## config.mk

```make
export PLATFORM = sky130hd
export DESIGN_NAME = autosym_analyzer
export DESIGN_NICKNAME = d
export VERILOG_FILES = /design/src/rtl/autosym_pkg.sv /design/src/rtl/autosym_tt_ram.sv /design/src/rtl/autosym_analyzer.sv
export SDC_FILE = /design/constraint.sdc
export NUM_CORES = 1
export LEC_CHECK = 0
export CAP_MARGIN = 0
export CORE_MARGIN = 2
export CORE_UTILIZATION = 30
export CTS_CLUSTER_SIZE = 16
export DETAILED_ROUTE_END_ITERATION = 16
export MAX_ROUTING_LAYER = met4
export PLACE_DENSITY = 0.54
export SYNTH_ARGS = -nofsm -noshare
export SYNTH_HDL_FRONTEND = slang
export SYNTH_SLANG_ARGS = --single-unit
```

## constraint.sdc

```tcl
create_clock -name clk -period 4.9 [get_ports clk]
set_clock_uncertainty 0.15 [all_clocks]
set_input_delay 1.225 -clock clk [delete_from_list [all_inputs] [get_ports clk]]
set_output_delay 1.225 -clock clk [all_outputs]
set_load 0.05 [all_outputs]
```

## src/rtl/autosym_pkg.sv

```systemverilog
// Shared types and helpers for the autosymmetry analyzer: FSM state encoding and
// the one-hot index used to turn the L_f member count into the degree k.
package autosym_pkg;

    localparam int unsigned N_DEFAULT = 8;
    // Widest member count supported (N max is 10, so N+1 bits).
    localparam int unsigned CNT_MAX_W = 11;

    typedef enum logic [1:0] {IDLE, SWEEP, SCAN, DONE} state_e;

    function automatic int unsigned onehot_index(input logic [CNT_MAX_W-1:0] v);
        int unsigned idx;
        idx = 0;
        for (int unsigned i = 0; i < CNT_MAX_W; i++) begin
            if (v[i]) idx = i;
        end
        return idx;
    endfunction

endpackage

```

## src/rtl/autosym_tt_ram.sv

```systemverilog
// 2^N x 1 truth-table store: one synchronous write port, two asynchronous read
// ports so tt[x] and tt[x^alpha] are compared in the same cycle.
module autosym_tt_ram #(
    parameter int unsigned N = 8
) (
    input  logic         clk,
    input  logic         we,
    input  logic [N-1:0] waddr,
    input  logic         wdata,
    input  logic [N-1:0] raddr_a,
    output logic         rdata_a,
    input  logic [N-1:0] raddr_b,
    output logic         rdata_b
);

    logic [(2**N)-1:0] mem;

    always_ff @(posedge clk) begin
        if (we) mem[waddr] <= wdata;
    end

    assign rdata_a = mem[raddr_a];
    assign rdata_b = mem[raddr_b];

endmodule

```

## src/rtl/autosym_analyzer.sv

```systemverilog
// Sweeps a combinational function block, captures its truth table, then scans every
// nonzero alpha to report the linear space L_f, its degree and the on-set weight.
module autosym_analyzer
    import autosym_pkg::*;
#(
    parameter int unsigned N = N_DEFAULT
) (
    input  logic                     clk,
    input  logic                     rst,
    input  logic                     start,
    output logic                     busy,
    output logic                     done,
    output logic [N-1:0]             fx_out,
    input  logic                     fy_in,
    output logic                     kv_valid,
    output logic [N-1:0]             kv_vec,
    output logic [$clog2(N+1)-1:0]   degree,
    output logic [N:0]               weight
);

    localparam int unsigned DW = $clog2(N + 1);
    localparam logic [N-1:0] X_LAST = '1;

    state_e         state;
    logic [N-1:0]   x;
    logic [N-1:0]   alpha;
    logic [N:0]     cnt;
    logic [N:0]     cnt_inc;
    logic           tt_a;
    logic           tt_b;
    logic           match;

    autosym_tt_ram #(
        .N (N)
    ) u_tt_ram (
        .clk     (clk),
        .we      (state == SWEEP),
        .waddr   (x),
        .wdata   (fy_in),
        .raddr_a (x),
        .rdata_a (tt_a),
        .raddr_b (x ^ alpha),
        .rdata_b (tt_b)
    );

    assign match   = (tt_a == tt_b);
    assign cnt_inc = cnt + 1'b1;
    assign fx_out  = (state == SWEEP) ? x : '0;

    always_ff @(posedge clk or posedge rst) begin
        if (rst) begin
            state    <= IDLE;
            x        <= '0;
            alpha    <= '0;
            cnt      <= '0;
            busy     <= 1'b0;
            done     <= 1'b0;
            kv_valid <= 1'b0;
            kv_vec   <= '0;
            degree   <= '0;
            weight   <= '0;
        end else begin
            kv_valid <= 1'b0;
            done     <= 1'b0;
            unique case (state)
                IDLE: begin
                    if (start) begin
                        state  <= SWEEP;
                        busy   <= 1'b1;
                        x      <= '0;
                        weight <= '0;
                        degree <= '0;
                        cnt    <= {{N{1'b0}}, 1'b1};  // alpha = 0 is always a member
                    end
                end
                SWEEP: begin
                    if (fy_in) weight <= weight + 1'b1;
                    if (x == X_LAST) begin
                        state <= SCAN;
                        alpha <= {{(N-1){1'b0}}, 1'b1};
                        x     <= '0;
                    end else begin
                        x <= x + 1'b1;
                    end
                end
                SCAN: begin
                    if (match && (x != X_LAST)) begin
                        x <= x + 1'b1;
                    end else begin
                        // Either a full pass or an early abort: move to the next alpha.
                        x     <= '0;
                        alpha <= alpha + 1'b1;
                        if (match) begin
                            kv_valid <= 1'b1;
                            kv_vec   <= alpha;
                            cnt      <= cnt_inc;
                        end
                        if (alpha == X_LAST) begin
                            state  <= DONE;
                            done   <= 1'b1;
                            busy   <= 1'b0;
                            degree <= DW'(onehot_index(CNT_MAX_W'(match ? cnt_inc : cnt)));
                        end
                    end
                end
                DONE: begin
                    state <= IDLE;
                end
                default: begin
                    state <= IDLE;
                end
            endcase
        end
    end

endmodule

```

## Yosys cells after proc, flatten, opt, wreduce, memory -nomap -nowiden

Index checks and enable logic that the tools add are counted.
W data, S select, Z words.

| word-level totals | value |
|---|---|
| bits in registers | 307 |
| input bits | 4 |
| output and inout port bits | 32 |

| operators by class | value |
|---|---|
| reduce and logical (&&, ||, !) cells | 14 |
| add/sub/neg operators | 4 |
| multiplexer cells | 52 |
| equality and inequality tests | 13 |
| bitwise logic cells | 2 |
| magnitude comparators | 3 |

Operators with widths:

| operator | count |
|---|---|
| $bwmux W256 | 1 |
| $mux W9 | 6 |
| $mux W4 | 12 |
| $mux W8 | 6 |
| $pmux W9 S2 | 2 |
| $pmux W8 S3 | 1 |
| $add A9 B1 Y9 const B | 2 |
| $lt A8 B9 Y1 const B | 2 |
| $add A8 B1 Y8 const B | 2 |
| $bmux W1 S8 | 2 |
| $eq A8 B8 Y1 const B | 2 |
| $pmux W8 S2 | 1 |
| $mux W1 | 13 |
| $ne A2 B2 Y1 const B | 6 |
| $reduce_and A4 Y1 | 3 |
| $reduce_and A3 Y1 | 3 |
| $demux W1 S8 | 1 |
| $ge A8 B1 Y1 const B | 1 |
| $mux W2 | 4 |
| $ne A8 B8 Y1 const B | 1 |
| $pmux W2 S4 | 1 |
| $pmux W4 S2 | 1 |
| $xor A8 B8 Y8 | 1 |
| $reduce_bool A2 Y1 | 3 |
| 9 further kinds | 11 |

## Longest topological paths before layout

Gate-level depths: netlist of the first run.

| depth | value |
|---|---|
| word-level depth | 18 |
| depth in mapped cells | 16 |
| gate-level depth less buffers | 11 |

## Cells and area by module

From an unflattened synthesis of the first run, not the netlist that was laid out.

| unflattened totals | value |
|---|---|
| cells, all modules | 1320 |
| area total of the unflattened synthesis | 16228.1 um^2 |

Modules (own cells, without submodules):

| module | times used | area an instance (um^2) | cells an instance | sequential area each (um^2) |
|---|---|---|---|---|
| autosym_tt_ram | 1 | 13272.7 | 988 | 7687.4 |
| autosym_analyzer | 1 | 2955.3 | 332 | 1276.2 |

## Worst setup path after synthesis of the first run

No wires, ideal clock.

| path | value |
|---|---|
| path type | reg2reg |
| start point | register x[0] |
| end point | register state[1] |
| arrival time | 3.526 ns |
| data required time | 4.622 ns |
| library setup time | 0.128 ns |
| cell stages (with the launch flop) | 15 |
| slack | 1.096 ns |
| clock period less this slack | 3.804 ns |
| cells stage by stage | dfrtp_1 > buf_6 > xor2_1 > buf_2 > mux4_2 > a221oi_1 > o21ai_0 > o311ai_1 > a221oi_1 > or3_1 > nand2_1 > buf_2 > o21ai_1 > a21oi_1 > mux2_1 |

| on the way | value |
|---|---|
| cells in the longest elaborated chain, start to end | 7 |
| elaborated cells on any way between the ends | 12 |
| classes of those cells | eq/ne: 5; mux: 4; bitwise: 1; reduce/logical: 2 |

RTL lines:

| what | line | RTL |
|---|---|---|
| start: declaration | autosym_analyzer.sv:25 | `logic [N-1:0] x;` |
| start signal: assignment | autosym_analyzer.sv:83 | `x <= x + 1'b1;` |
| start signal: assignment | autosym_analyzer.sv:88 | `x <= x + 1'b1;` |
| $xor A8 B8 Y8 | autosym_analyzer.sv:42 | `.raddr_b (x ^ alpha),` |
| $bmux W1 S8 | autosym_tt_ram.sv:23 | `assign rdata_b = mem[raddr_b];` |
| $mux W1 (implied by the code) | autosym_tt_ram.sv:23 |  |
| $eq A1 B1 Y1 | autosym_analyzer.sv:46 | `assign match = (tt_a == tt_b);` |
| $logic_and A1 B1 Y1 | autosym_analyzer.sv:87 | `if (match && (x != X_LAST)) begin` |
| $ne A2 B2 Y1 (no source line) | n/a |  |
| $reduce_and A4 Y1 (no source line) (*) | n/a |  |
| end signal: assignment | autosym_analyzer.sv:52 | `state <= IDLE;` |
| end signal: assignment | autosym_analyzer.sv:99 | `state <= DONE;` |
| end signal: assignment | autosym_analyzer.sv:107 | `state <= IDLE;` |
| end: declaration | autosym_analyzer.sv:24 | `state_e state;` |

Every way passes the cells marked *; elsewhere a longest branch is shown, timed or not. The select of a mux whose other input is x is not followed.
A chain may end at the register's enable or synchronous reset.

## Worst setup path in the final report of the first run

| path | value |
|---|---|
| start point | register x[1] |
| end point | register cnt[0] |

| on the way | value |
|---|---|
| cells in the longest elaborated chain, start to end | 7 |
| elaborated cells on any way between the ends | 11 |
| classes of those cells | eq/ne: 4; mux: 4; bitwise: 1; reduce/logical: 2 |

RTL lines:

| what | line | RTL |
|---|---|---|
| $xor A8 B8 Y8 | autosym_analyzer.sv:42 |  |
| $bmux W1 S8 | autosym_tt_ram.sv:23 |  |
| $mux W1 (implied by the code) | autosym_tt_ram.sv:23 |  |
| $eq A1 B1 Y1 | autosym_analyzer.sv:46 |  |
| $logic_and A1 B1 Y1 | autosym_analyzer.sv:87 |  |
| $ne A2 B2 Y1 (no source line) | n/a |  |
| $reduce_and A4 Y1 (no source line) (*) | n/a |  |
| end signal: assignment | autosym_analyzer.sv:73 | `cnt <= {{N{1'b0}}, 1'b1};` |
| end signal: assignment | autosym_analyzer.sv:96 | `cnt <= cnt_inc;` |
| end: declaration | autosym_analyzer.sv:27 | `logic [N:0] cnt;` |

Marked as above.

==> qor.csv, run 1 <==
metric,value,unit
status,"finished, final reports clean",
avgSynthCellArea,13.03,µm²
cp-startpoint,x[1]$_DFFE_PP0P_,
grt_usage,17.48,%
holdPathEnd,kv_vec[3]$_DFFE_PP0P_,
min_delay_path_depth,1,
clkPwrFrac,31.1,%
cts_root_buf,clkbuf_16,
worst_ep_required_time,5.17,ns
synth.net_count,1267,
pre_cts_ws,0.3128,ns
powerDensity,445.8,mW/mm²
routed_wl,47590,µm
wire_per_inst,24.05,µm
clockBufferDepth,3,
r2r_cells,12,
numCtsBuffers,36,
grt_pass1_wl,71700,µm
drive_gt1_share,20.65,%
h-tree-depth,2,
tightest_slew,1.178,ns
nNetsFinal,1273,
rsz0062_at_grt,no,
drc_errors,0,
initial_core_util,30.32,%
synthArstFlopShare,16.61,%
syn_inst,1252,
register_area,0.008971,mm²
vdd_drop_max,241.2,µV
yosysSeqAreaShare,54.94,%
routabilityCongestion,0.8262,
hold_path.class,register to register,
post-route-min-period,4.660,ns
dpl_cell_area,0.01749,mm²
synth_cell_types,66,
worst_slack,0.2404,ns
crit_type,register to register,
dpl.hpwl,29400,µm
cts_hold_buf,0,
first_iter_violations,1482,
rr_startpoint,x[1]$_DFFE_PP0P_,
maxSlewHeadroom,21.27,%
die_w,237.2,µm
p_sw,2.766,mW
cp-start-kind,register,
maxCapViolations,0,
n_antenna_cell,0,
cts_resized,0,
finalSetupTns,0,ns
antenna_found_initial,0,
finalCritPeriodShare,95.09,%
fp.dieArea,0.05627,mm²
ant_nets,0,
design_area,0.01859,mm²
fp.dieH,237.2,µm
slowest_stage,dfrtp_4,
io_pins,36,
ys_warn_count,0,
post_cts_buffers,0,
fillCellCount,5284,
grt_max_degree,213,
crit_path_end_kind,register,
synth_edf_count,256,
power_leakage,5.797,nW
overflow,0,
worst-path-max-fanout,23,
area_growth,13.93,%
max_stage_delay,0.69,ns
ys_ff_latch,307,
swShare,33.38,%
drt-pass1-iter-count,5,
maxSlewViolCount,0,
grt_pass1_vias,10930,
fmax,0.2146,GHz
synth_area,0.01632,mm²
total_power,8.286,mW
seqPwrFrac,35.7,%
port_buffers,35,
final_hold_viol_count,0,
tritoncts,done,
rows,85,
via_per_inst,5.574,
cts.sink_count,307,
synth_ff_type,edfxtp_1,
multi_input_area,0.006807,mm²
p_int,5.521,mW
path_clk_slew,0.06,ns
core,0.05381,mm²
num_vias,11030,
p_comb_share,33.3,%
worstHoldStart,kv_vec[3]$_DFFE_PP0P_,
crit_chain,xor2_4 -> buf_4 -> mux4_2 -> a22oi_1 -> a31oi_1 -> o21ai_0 -> a221oi_1 -> or3_1 -> nand2_1 -> nor2_2 -> o21bai_1 -> mux2_1,
r2r_end,cnt[0]$_DFFE_PP0P_,
setup_viol,0,
reg2reg_setup_slack,0.24,ns
clkLatencyLatePin,0.58,ns
crit_arrival,4.93,ns
-- registers in the layout (all words and copies together) (netlist names), 2 cells and up --
signal        flops
cnt               9
u_tt_ram.mem    256
kv_vec            8
weight            9
degree            4
state             2
alpha             8
x                 8
-- cells in the mapped netlist, drive strengths merged, types with 3 or more instances --
cell type | number | area share [%]
nor2 | 292 | 6.7
edfxtp | 256 | 47
mux4 | 138 | 19
clkbuf | 76 | 1.8
nand2 | 76 | 1.7
dfrtp | 51 | 7.8
nand3 | 42 | 1.3
buf | 36 | 1.3
o21ai | 26 | 0.87
inv | 21 | 0.48
a22oi | 17 | 0.78
and3 | 17 | 0.65
a21oi | 16 | 0.49
mux2 | 14 | 0.97
nor3 | 13 | 0.40
mux2i | 12 | 0.74
xnor2 | 12 | 0.64
xor2 | 12 | 0.64
a22o | 11 | 0.59
ha | 11 | 0.84
a32o | 8 | 0.49
nand4 | 8 | 0.35
o22ai | 8 | 0.31
a221oi | 7 | 0.38
and2 | 7 | 0.27
a211oi | 5 | 0.26
a31o | 5 | 0.27
a31oi | 5 | 0.28
nor2b | 5 | 0.19
a41oi | 4 | 0.21
o211ai | 4 | 0.18
o311ai | 4 | 0.21
nand2b | 3 | 0.12
o2bb2ai | 3 | 0.16
or3 | 3 | 0.12
-- cell type report --
cell class | instances | share of cell area (%)
flip-flops and latches | 307 | 48.26
clock buffers | 44 | 5.115
well taps | 696 | 4.685
multi-input cells | 812 | 36.62
inverters | 21 | 0.4240
clock inverters | 19 | 0.7875
repair buffers | 80 | 4.113
-- per-stage QoR --
step	std cells	utilization (%)	hold WS [ns]
6_report	1979	34.54	0.3564
3_3_place_gp	1916	32.50	0.3397
3_5_place_dp	1916	32.50	0.3479
4_1_cts	1979	34.54	0.3612
5_1_grt	1979	34.54	0.3816
2_1_floorplan	1252	-	0.3616
-- how the worst max path moves through the flow --
| stage | to | slack (ns) |
|---|---|---|
| floorplan | state[1]$_DFFE_PP0P_ | 1.10 |
| global placement | state[1]$_DFFE_PP0P_ | 0.31 |
| detailed placement | cnt[0]$_DFFE_PP0P_ | 0.31 |
| CTS | cnt[0]$_DFFE_PP0P_ | 0.29 |
| global route | cnt[0]$_DFFE_PP0P_ | 0.03 |
| finish | cnt[0]$_DFFE_PP0P_ | 0.24 |
-- layout by cell type, fill, tap and decap left out, types with 5 or more instances in the layout --
cell,n
xnor2_1,12
a221oi_1,7
buf_4,39
a22o_1,11
clkdlybuf4s50_1,34
nor3_1,13
nand2_1,76
clkinv_1,7
clkinv_2,6
a31o_2,5
xor2_1,10
nand4_1,7
inv_1,20
o21ai_0,19
nand3_1,41
ha_1,11
a22oi_1,17
buf_12,6
clkbuf_16,36
a32o_1,8
and2_1,7
edfxtp_1,256
nor2_1,291
and3_1,17
o21ai_1,6
nor2b_1,5
o22ai_1,8
clkbuf_1,6
mux4_2,138
mux2_2,11
mux2i_1,12
a21oi_1,16
dfrtp_1,49
-- per-layer routing --
metal,wire length (µm),track usage (%),vias up
met5,0,-,-
met4,1012,4.498,0
met3,3922,3.043,70
met2,22430,27.10,478
met1,20220,23.90,5716
li1,-,-,4767
-- critical path: cells and delay by family, from the launching register on --
kind / cells / cell delay [ns]
AO/OA/AOI/OAI: 5 / 1.32
XOR/XNOR: 1 / 0.35
buffers and inverters: 1 / 0.44
flip-flops: 1 / 0.69
multiplexers: 2 / 0.63
AND/OR/NAND/NOR: 3 / 0.92
-- power by group through the flow --
| stage | Clock (mW) | Combinational [mW] | Sequential (mW) |
|---|---|---|---|
| after floorplan | 0 | 2.04 | 2.98 |
| after global placement | 0 | 2.73 | 3.01 |
| after detailed placement | 0 | 2.76 | 3.01 |
| after CTS | 2.62 | 2.77 | 2.96 |
| after global routing | 2.72 | 2.95 | 2.96 |
| final | 2.57 | 2.76 | 2.96 |
-- cells by family (layout without fill, tap and decap cells) --
kind of cell	after synthesis	after routing	share of synthesized area [%]
adders and majority gates	11	11	0.8435
and+or+nand+nor	474	474	12.26
DFF	307	307	54.94
xor gates and xnor gates	24	24	1.288
AOI/OAI and AO/OA	139	139	6.342
buffers and inverters	133	164	3.574
muxes	164	164	20.75
No activity file was read; power rests on OpenSTA's default activity.
==> run 2, diff against run 1 <==
SKIP_LAST_GASP = 1   (was default)
==> results of run 2 <==
Final layout, timing and power as in run 1 (identical DEF).
